==> config.mk <==
export PLATFORM = sky130hd
export DESIGN_NAME = ad_capture_sched
export DESIGN_NICKNAME = d
export VERILOG_FILES = /design/src/rtl/ad_uart_pkg.sv /design/src/rtl/sample_tick_gen.sv /design/src/rtl/ad_capture_sched.sv
export SDC_FILE = /design/constraint.sdc
export NUM_CORES = 1
export LEC_CHECK = 0
export ABC_AREA = 0
export CAP_MARGIN = 15
export CORE_UTILIZATION = 40
export DETAILED_ROUTE_END_ITERATION = 6
export PLACE_DENSITY_LB_ADDON = 0.2
export SLEW_MARGIN = 5
export SYNTH_ARGS = -nofsm -noshare
export SYNTH_HDL_FRONTEND = slang
export SYNTH_SLANG_ARGS = --single-unit
export TNS_END_PERCENT = 5
==> constraint.sdc <==
create_clock -name clk -period 3.2 [get_ports clk]
set_input_delay 0.32 -clock clk [delete_from_list [all_inputs] [get_ports clk]]
set_output_delay 0.32 -clock clk [all_outputs]
set_load 0.005 [all_outputs]
==> src/rtl/ad_uart_pkg.sv <==
// ad_uart_pkg: shared FSM state encoding and default widths for the ADC capture scheduler
package ad_uart_pkg;
    localparam int STATE_W   = 3;
    localparam int DIV_W_DEF = 16;

    typedef enum logic [STATE_W-1:0] {
        IDLE,
        WAIT_TICK,
        CONV,
        DRAIN_RD,
        DRAIN_TX,
        DRAIN_WAIT
    } state_e;
endpackage

==> src/rtl/sample_tick_gen.sv <==
// sample_tick_gen: loadable down-counter that emits a terminal-count pulse every period cycles while enabled
module sample_tick_gen #(
    parameter int DIV_W = 16
) (
    input  logic             clk,
    input  logic             rst_n,
    input  logic             load,
    input  logic             en,
    input  logic [DIV_W-1:0] period,
    output logic             tc
);
    logic [DIV_W-1:0] cnt_q, cnt_d, reload;

    // A period of 0 behaves like 1; the counter reloads itself on every terminal count
    always_comb begin
        reload = (period == '0) ? '0 : period - DIV_W'(1);
        tc     = en && !load && (cnt_q == '0);
        cnt_d  = load ? reload : !en ? cnt_q : tc ? reload : cnt_q - DIV_W'(1);
    end

    // Counter register
    always_ff @(posedge clk or negedge rst_n) begin
        if (!rst_n) cnt_q <= '0;
        else        cnt_q <= cnt_d;
    end
endmodule

==> src/rtl/ad_capture_sched.sv <==
// ad_capture_sched: schedules ADC conversions into a FIFO, then drains the FIFO to a UART.
// Optional CONV watchdog and timeout port enabled by defining AD_CAPTURE_TIMEOUT_EN.
module ad_capture_sched
    import ad_uart_pkg::*;
#(
    parameter int DIV_W       = DIV_W_DEF,
    parameter int TIMEOUT_CYC = 1023
) (
    input  logic             clk,
    input  logic             rst_n,
    input  logic             set_done,
    input  logic [7:0]       receive_time,
    input  logic [DIV_W-1:0] sample_div,
    output logic             ad_start,
    input  logic             ad_done,
    input  logic             fifo_full,
    input  logic             fifo_empty,
    output logic             fifo_wr_en,
    output logic             fifo_rd_en,
    output logic             tx_start,
    input  logic             tx_done,
    output logic             busy,
    output logic             overflow
`ifdef AD_CAPTURE_TIMEOUT_EN
    ,
    output logic             timeout
`endif
);
    state_e           state_q, state_d;
    logic [7:0]       rt_q, rt_d, cnt_q, cnt_d;
    logic [DIV_W-1:0] div_q, div_d, tick_period;
    logic             ovf_q, ovf_d;
    logic             ad_start_q, ad_start_d, wr_q, wr_d, rd_q, rd_d, tx_q, tx_d;
    logic             tick_load, tick_en, tick_tc, last;
`ifdef AD_CAPTURE_TIMEOUT_EN
    localparam int WD_W = $clog2(TIMEOUT_CYC + 1);
    logic [WD_W-1:0] wd_q, wd_d;
    logic            to_q, to_d;
    assign timeout = to_q;
`endif

    // The divider loads straight from the input on set_done, otherwise from the latched value
    assign tick_period = (state_q == IDLE) ? sample_div : div_q;
    assign last        = ({1'b0, cnt_q} + 9'd1) == {1'b0, rt_q};
    assign ad_start    = ad_start_q;
    assign fifo_wr_en  = wr_q;
    assign fifo_rd_en  = rd_q;
    assign tx_start    = tx_q;
    assign busy        = state_q != IDLE;
    assign overflow    = ovf_q;

    sample_tick_gen #(.DIV_W(DIV_W)) u_tick (
        .clk    (clk),
        .rst_n  (rst_n),
        .load   (tick_load),
        .en     (tick_en),
        .period (tick_period),
        .tc     (tick_tc)
    );

    // Next-state and strobe decode; every strobe is registered so each appears one cycle after its decision
    always_comb begin
        state_d    = state_q;
        rt_d       = rt_q;
        div_d      = div_q;
        cnt_d      = cnt_q;
        ovf_d      = ovf_q;
        ad_start_d = 1'b0;
        wr_d       = 1'b0;
        rd_d       = 1'b0;
        tx_d       = 1'b0;
        tick_load  = 1'b0;
        tick_en    = 1'b0;
`ifdef AD_CAPTURE_TIMEOUT_EN
        to_d       = to_q;
        wd_d       = '0;
`endif
        unique case (state_q)
            IDLE: if (set_done) begin
                rt_d      = receive_time;
                div_d     = sample_div;
                cnt_d     = '0;
                ovf_d     = 1'b0;
                tick_load = 1'b1;
`ifdef AD_CAPTURE_TIMEOUT_EN
                to_d      = 1'b0;
`endif
                state_d   = (receive_time == '0) ? IDLE : WAIT_TICK;
            end
            WAIT_TICK: begin
                tick_en    = 1'b1;
                ad_start_d = tick_tc;
                state_d    = tick_tc ? CONV : WAIT_TICK;
            end
            CONV: begin
                if (ad_done) begin
                    wr_d    = !fifo_full;
                    ovf_d   = ovf_q | fifo_full;
                    cnt_d   = cnt_q + 8'd1;
                    state_d = last ? DRAIN_RD : WAIT_TICK;
                end
`ifdef AD_CAPTURE_TIMEOUT_EN
                else if (wd_q == WD_W'(TIMEOUT_CYC - 1)) begin
                    to_d    = 1'b1;
                    state_d = DRAIN_RD;
                end else begin
                    wd_d = wd_q + WD_W'(1);
                end
`endif
            end
            // Hold while the final write is still in flight so fifo_empty reflects it
            DRAIN_RD: if (!wr_q) begin
                rd_d    = !fifo_empty;
                state_d = fifo_empty ? IDLE : DRAIN_TX;
            end
            DRAIN_TX: begin
                tx_d    = 1'b1;
                state_d = DRAIN_WAIT;
            end
            DRAIN_WAIT: state_d = tx_done ? DRAIN_RD : DRAIN_WAIT;
            default:    state_d = IDLE;
        endcase
    end

    // State, latched session parameters and registered strobes
    always_ff @(posedge clk or negedge rst_n) begin
        if (!rst_n) begin
            state_q    <= IDLE;
            rt_q       <= '0;
            div_q      <= '0;
            cnt_q      <= '0;
            ovf_q      <= 1'b0;
            ad_start_q <= 1'b0;
            wr_q       <= 1'b0;
            rd_q       <= 1'b0;
            tx_q       <= 1'b0;
        end else begin
            state_q    <= state_d;
            rt_q       <= rt_d;
            div_q      <= div_d;
            cnt_q      <= cnt_d;
            ovf_q      <= ovf_d;
            ad_start_q <= ad_start_d;
            wr_q       <= wr_d;
            rd_q       <= rd_d;
            tx_q       <= tx_d;
        end
    end

`ifdef AD_CAPTURE_TIMEOUT_EN
    // CONV watchdog counter and sticky timeout flag
    always_ff @(posedge clk or negedge rst_n) begin
        if (!rst_n) begin
            wd_q <= '0;
            to_q <= 1'b0;
        end else begin
            wd_q <= wd_d;
            to_q <= to_d;
        end
    end
`endif
endmodule

==> flow_metrics.py, run 1 <==
metrics = {
    "run_status": {
        "status": "finished clean",
    },
    "timing": {
        "finalHoldViolations": 0,
        "layout_min_cycle_time_ps": 2750,
        "rsz0062_at_grt": "no",
        "maxSlewViolCount": 0,
        "worst_slew_pin_slew_ps": 629,
        "max_slew_margin": 0.577,
        "post-route-period-util": 0.859,
        "setup_viol": 0,
        "fin_worst_skew_ps": 11.0,
        "setup_tns_ps": 0,
        "max_freq_mhz": 364,
        "hold_slack_ps": 502,
    },
    "drt": {
        "wl_per_cell_microns": 15.8,
        "routed.top_layer": "met4",
        "wl_met2_mm": 3.91,
        "drt_drc_violations_left": 0,
        "routed_wl_mm": 9.11,
        "drt_iter0_drc": 273,
        "wirelength_met1_mm": 4.52,
        "via_per_inst": 5.71,
        "dr.pass1.iters": 5,
        "route.vias.total": 3301,
        "drtAntennaViolNets": 0,
        "wl_met3_microns": 574,
    },
    "clocking": {
        "cts.path.max_buffers": 2,
        "cts.clk_slew.worst_paths_ps": 110,
        "tritoncts": "built",
        "cts_resized": 0,
        "cts_sinks": 56,
        "cts_buffers": 5,
        "h-tree-depth": 2,
        "root_buffer": "clkbuf_8",
        "clk_latency_ps": 310,
        "post_cts_buffers": 0,
    },
    "power": {
        "power_leakage_nw": 1.75,
        "vdd_drop_max_mv": 0.328,
        "power.total_mw": 3.12,
        "p_per_area_nw_per_um2": 759,
    },
    "logic_synthesis": {
        "synthesis.nets": 470,
        "synth_top_cell_by_area": "dfrtp_1",
        "async_flop_share": 1.00,
        "synth_xor_area_frac": 0.0646,
        "synth_fa_ha_area_frac": 0.0106,
        "synth_seq_cells": 56,
        "ys_warn_count": 0,
        "muxShareOfSynthArea": 0.0486,
        "synth_ff_type": "dfrtp_1",
        "synth_top_family_by_area": "simple AND/OR/NAND/NOR gates",
        "synth-compound-area-share": 0.150,
        "ys_types": 53,
        "synth_top_cell_area_share": 0.398,
        "syn-mean-instance-area_sq_um": 8.08,
        "synth_commonest_cells": "nand2_1, dfrtp_1, nor2_1, nor3_1, o21ai_0",
        "syn_area_sq_um": 3520,
        "synth_edf_count": 0,
        "synth_cells": 436,
        "synth_area_leaders": "dfrtp_1, nand2_1, mux2i_1",
        "seq_area_frac_synth": 0.398,
        "yosysMostFrequentCell": "nand2_1",
        "synthSimpleGateAreaFrac": 0.304,
    },
    "layout": {
        "multiInputGateArea_sq_um": 2040,
        "syn_to_final_growth_pct": 16.5,
        "post-route-util": 0.490,
        "fillerInstances": 843,
        "final_nets": 506,
        "seq_area_sq_um": 1400,
        "antenna_cells": 0,
        "design_area_sq_um": 4110,
        "drive_above_1_share": 0.0571,
    },
    "global_route": {
        "antenna_found_initial": 0,
        "grt_pass1_wl_mm": 15.5,
        "grtUsageTotal": 0.220,
        "grt_pass1_vias": 3053,
        "grt_max_degree": 35,
        "grt-ovfl-total": 0,
    },
    "floorplan": {
        "chipWidth_microns": 95.9,
        "die_area_sq_um": 9190,
        "core_area_sq_um": 8380,
        "die_h_microns": 95.9,
        "rows": 33,
        "start_util": 0.421,
        "ios": 37,
    },
    "worst_setup_path": {
        "worstPathBufferInverterCount": 1,
        "startpoint_type": "flop",
        "cp_slowest_cell": "dfrtp_1",
        "required_ps": 3410,
        "rr_worst_depth": 10,
        "cp_cell_sequence": "nor3_2, buf_4, mux2i_1, ha_1, nand2b_1, nor4_1, xor2_1, nand2_1, o21ai_0, a221o_1",
        "critical-path-top-delay-family": "simple AND/OR/NAND/NOR gates",
        "worst_path_largest_cell_delay_ps": 480,
        "crit_type": "reg -> reg",
        "cp-end-kind": "flop",
        "regToRegEndpoint": "u_tick.cnt_q[8]",
        "critPathArrivalTime_ps": 2950,
        "crit_fanout": 25,
        "reg2reg_from": "state_q[1]",
        "ff2ff_setup_slack_ps": 450,
    },
    "placed_design": {
        "dp_hpwl_mm": 6.70,
        "io_buffers": 36,
        "placed_area_sq_um": 4000,
        "place_congestion": 0.910,
    },
    "worst_hold_path": {
        "hold_class": "in -> async",
    },
    "job": {
        "drv_cap": 0,
    },
}
==> area by class of cell <==
type | instances | area share
inverters | 7 | 0.00640
well taps | 105 | 0.0320
multi-input cells | 358 | 0.496
clock buffers | 7 | 0.0210
flip-flops and latches | 56 | 0.341
repair buffers | 44 | 0.102
clock inverters | 1 | 0.00183
==> registers in the layout, indices dropped and copies added (netlist names) <==
register / cells
state_q: 3
fifo_rd_en: 1
u_tick.cnt_q: 16
ad_start: 1
div_q: 16
cnt_q: 8
overflow: 1
fifo_wr_en: 1
tx_start: 1
rt_q: 8
==> where the power goes <==
group          total, mW  switching (mW)  internal (mW)
Sequential          1.25           0.292          0.962
Combinational       1.45           0.846          0.601
Clock              0.417           0.240          0.177
==> worst max path at each step <==
stage / startpoint / end / slack, ps / cells after the start
after floorplan: state_q[2] / u_tick.cnt_q[8] / 240 / 12
after global placement: state_q[1] / u_tick.cnt_q[8] / 600 / 10
after detailed placement: state_q[1] / u_tick.cnt_q[8] / 480 / 10
after CTS: state_q[1] / u_tick.cnt_q[8] / 460 / 10
after global routing: state_q[1] / u_tick.cnt_q[8] / 240 / 9
final: state_q[1] / u_tick.cnt_q[8] / 450 / 10
==> repair_timing <==
action / CTS / global route
hold buffers: 1 / 0
setup endpoints to repair: 0 / 0
endpoints found under the hold margin: 22 / 0
==> cell usage in the layout (no fill, tap or decap), types with 2 or more instances in the layout <==
cell type	instances
or4_4	2
inv_2	2
nor3b_1	3
o211ai_1	2
o21ai_1	3
nor4b_1	2
or4_1	2
xnor2_1	12
nor3_1	26
and3_1	4
a22o_1	3
a221o_1	4
o221ai_1	3
a21o_1	2
nor4_1	13
inv_1	5
a21oi_2	2
nor2_1	36
o31ai_1	4
ha_1	3
clkdlybuf4s50_1	35
clkbuf_8	6
dfrtp_1	56
nand2b_1	5
nand2_1	104
o21ai_0	25
nand3_1	16
or3_1	4
and2_1	2
mux2i_1	16
a21oi_1	24
nand4_1	2
xor2_1	14
o311ai_0	2
buf_4	7
==> kinds of logic after synthesis <==
family,after synthesis
AND/OR/NAND/NOR,228
AO/OA/AOI/OAI,84
flip-flops,56
XOR/XNOR,26
buffers and inverters,22
multiplexers,17
adder cells (fa/ha/maj),3
==> per-stage QoR <==
step | instances | setup slack, ps
finish | 578 | 453
global route | 578 | 239
CTS | 578 | 464
detailed placement | 569 | 479
global placement | 569 | 603
floorplan | 436 | 238
==> metal layers <==
metal  GRT usage  up-vias
li1            -     1627
met1       0.340     1547
met2       0.313      116
met3      0.0395       11
met4      0.0535        0
met5           0        -
(Power assumes the default switching activity.)
==> run 2: changes to the inputs <==
--- a/config.mk
+++ b/config.mk
@@ -7,7 +7,8 @@
 export LEC_CHECK = 0
 export ABC_AREA = 0
 export CAP_MARGIN = 15
-export CORE_UTILIZATION = 40
+export CORE_MARGIN = 8
+export CORE_UTILIZATION = 57
 export DETAILED_ROUTE_END_ITERATION = 6
 export PLACE_DENSITY_LB_ADDON = 0.2
 export SLEW_MARGIN = 5
==> constraint.sdc (replaced) <==
create_clock -name clk -period 2.6 [get_ports clk]
set_input_delay 0.26 -clock clk [delete_from_list [all_inputs] [get_ports clk]]
set_output_delay 0.26 -clock clk [all_outputs]
set_load 0.005 [all_outputs]
==> run 2 against run 1 <==
Count of clock-buffer cells in the layout is 2 lower; clock skew is 0.61 ps higher; cell area is 1.0% higher; combinational power is 28% higher; worst setup slack worse by 300 ps; via count is 2.2% higher; die area is 2.6% lower; final cell count is 3.8% lower; first-iteration DRC count is 23% lower; register-to-register slack worse by 300 ps; worst hold slack worse by 46 ps; critical path type unchanged.
==> flow_metrics.py, run 2 (synthesized netlist as in run 1, its figures left out) <==
metrics = {
    "layout": {
        "antenna_cells": 0,
        "syn_to_final_growth_pct": 17.7,
        "final_common_cell": "nand2_1",
        "layout_common_cells": "nand2_1, dfrtp_1, nor2_1, clkdlybuf4s50_1, nor3_1",
        "fillerInstances": 510,
        "final_nets": 514,
        "instances_no_fill": 556,
        "drive_above_1_share": 0.0811,
        "biggestRegsByFlops": "div_q x16, u_tick.cnt_q x16",
    },
    "floorplan": {
        "chipWidth_microns": 94.6,
        "die_area_sq_um": 8960,
        "ios": 37,
        "die_h_microns": 94.6,
        "start_util": 0.592,
        "core_area_sq_um": 5960,
        "rows": 28,
    },
    "clocking": {
        "h-tree-depth": 2,
        "cts.path.max_buffers": 2,
        "clk_latency_ps": 310,
        "root_buffer": "clkbuf_8",
        "cts_sinks": 56,
        "cts.clk_slew.worst_paths_ps": 110,
        "cts_resized": 0,
        "cts_buffers": 5,
        "tritoncts": "built",
    },
    "global_route": {
        "grt_pass1_vias": 3140,
        "grt_pass1_wl_mm": 15.1,
        "grt-ovfl-total": 0,
        "grtUsageTotal": 0.207,
        "antenna_found_initial": 0,
        "grt_max_degree": 33,
    },
    "timing": {
        "worst_slew_pin_slew_ps": 542,
        "layout_min_cycle_time_ps": 2450,
        "fin_worst_skew_ps": 11.6,
        "hold_slack_ps": 456,
        "finalHoldViolations": 0,
        "setup_viol": 0,
        "setup_tns_ps": 0,
        "max_slew_margin": 0.635,
        "max_freq_mhz": 409,
        "rsz0062_at_grt": "no",
        "maxSlewViolCount": 0,
        "post-route-period-util": 0.941,
    },
    "worst_setup_path": {
        "crit_type": "reg -> reg",
        "rr_worst_depth": 6,
        "required_ps": 2810,
        "reg2reg_from": "u_tick.cnt_q[2]",
        "crit_fanout": 6,
        "regToRegEndpoint": "u_tick.cnt_q[13]",
        "critPathArrivalTime_ps": 2650,
        "startpoint_type": "flop",
        "ff2ff_setup_slack_ps": 150,
        "cp-end-kind": "flop",
    },
    "power": {
        "clkPwrFrac": 0.126,
        "p_per_area_nw_per_um2": 933,
        "power.internal_mw": 2.16,
        "switching_power_mw": 1.72,
        "power_leakage_nw": 1.80,
        "switching_share": 0.443,
        "seq_power_share": 0.397,
        "power_frac_comb": 0.477,
        "vdd_drop_max_mv": 0.631,
    },
    "drt": {
        "wl_per_cell_microns": 16.0,
        "routed_wl_mm": 8.92,
        "route.vias.total": 3375,
        "dr.pass1.iters": 4,
        "drt_drc_violations_left": 0,
        "via_per_inst": 6.07,
        "drtAntennaViolNets": 0,
        "drt_iter0_drc": 209,
    },
    "worst_hold_path": {
        "hold_class": "in -> async",
    },
    "run_status": {
        "status": "finished clean",
    },
    "placed_design": {
        "io_buffers": 36,
        "dp_cells": 546,
        "dp_hpwl_mm": 6.95,
        "place_congestion": 0.906,
    },
    "job": {
        "drv_cap": 0,
    },
}
## run 2: per-layer routing
layer	global-route usage	share of wire
met1	0.308	0.50
met3	0.0413	0.069
met5	0	0
met2	0.303	0.43
met4	0.0351	0.0086
## run 2: power groups by stage
stage | clock [mW] | sequential, mW | combinational [mW]
finish | 0.488 | 1.54 | 1.85
global route | 0.538 | 1.58 | 2.04
CTS | 0.501 | 1.53 | 1.82
detailed placement | 0 | 1.55 | 1.81
global placement | 0 | 1.53 | 1.78
floorplan | 0 | 1.46 | 1.35
## run 2: layout make-up
cell class	instances	area, sq um	area share
clock buffers	5	68.8	0.0166
flip-flops and latches	56	1400	0.338
repair buffers	52	478	0.115
well taps	75	93.8	0.0226
multi-input cells	358	2060	0.496
clock inverters	3	22.5	0.00543
inverters	7	26.3	0.00633
## run 2: worst max path at each step
stage	slack [ps]	depth (start not counted)	to	startpoint
after floorplan	7	11	u_tick.cnt_q[14]	state_q[2]
after global placement	240	7	u_tick.cnt_q[14]	sample_div[7]
after detailed placement	170	6	u_tick.cnt_q[13]	u_tick.cnt_q[3]
after CTS	160	8	u_tick.cnt_q[8]	state_q[0]
after global routing	30	8	u_tick.cnt_q[14]	state_q[1]
final	150	6	u_tick.cnt_q[13]	u_tick.cnt_q[2]
## run 2: stage by stage
| step | power (mW) | setup slack (ps) | area [sq um] | utilization |
|---|---|---|---|---|
| after global placement | 3.31 | 237 | 4040 | 0.678 |
| after global routing | 4.16 | 34.8 | 4150 | 0.697 |
| after CTS | 3.85 | 156 | 4140 | 0.695 |
| after detailed placement | 3.35 | 166 | 4040 | 0.678 |
| after floorplan | 2.82 | 7.21 | 3560 | - |
| final | 3.87 | 153 | 4150 | 0.697 |
## run 2: critical path, stage by stage (launching register included)
cell and delay (ps):
dfrtp_1 450, or4_4 570, or4b_4 560, or3_1 350, a21o_1 170, a21oi_1 160, o21ai_1 90
## run 2: repair_timing
action                                  in CTS  in global routing
endpoints found under the setup margin       0                  2
buffers inserted                             0                  1
hold buffers                                 1                  0
endpoints found under the hold margin       56                  0
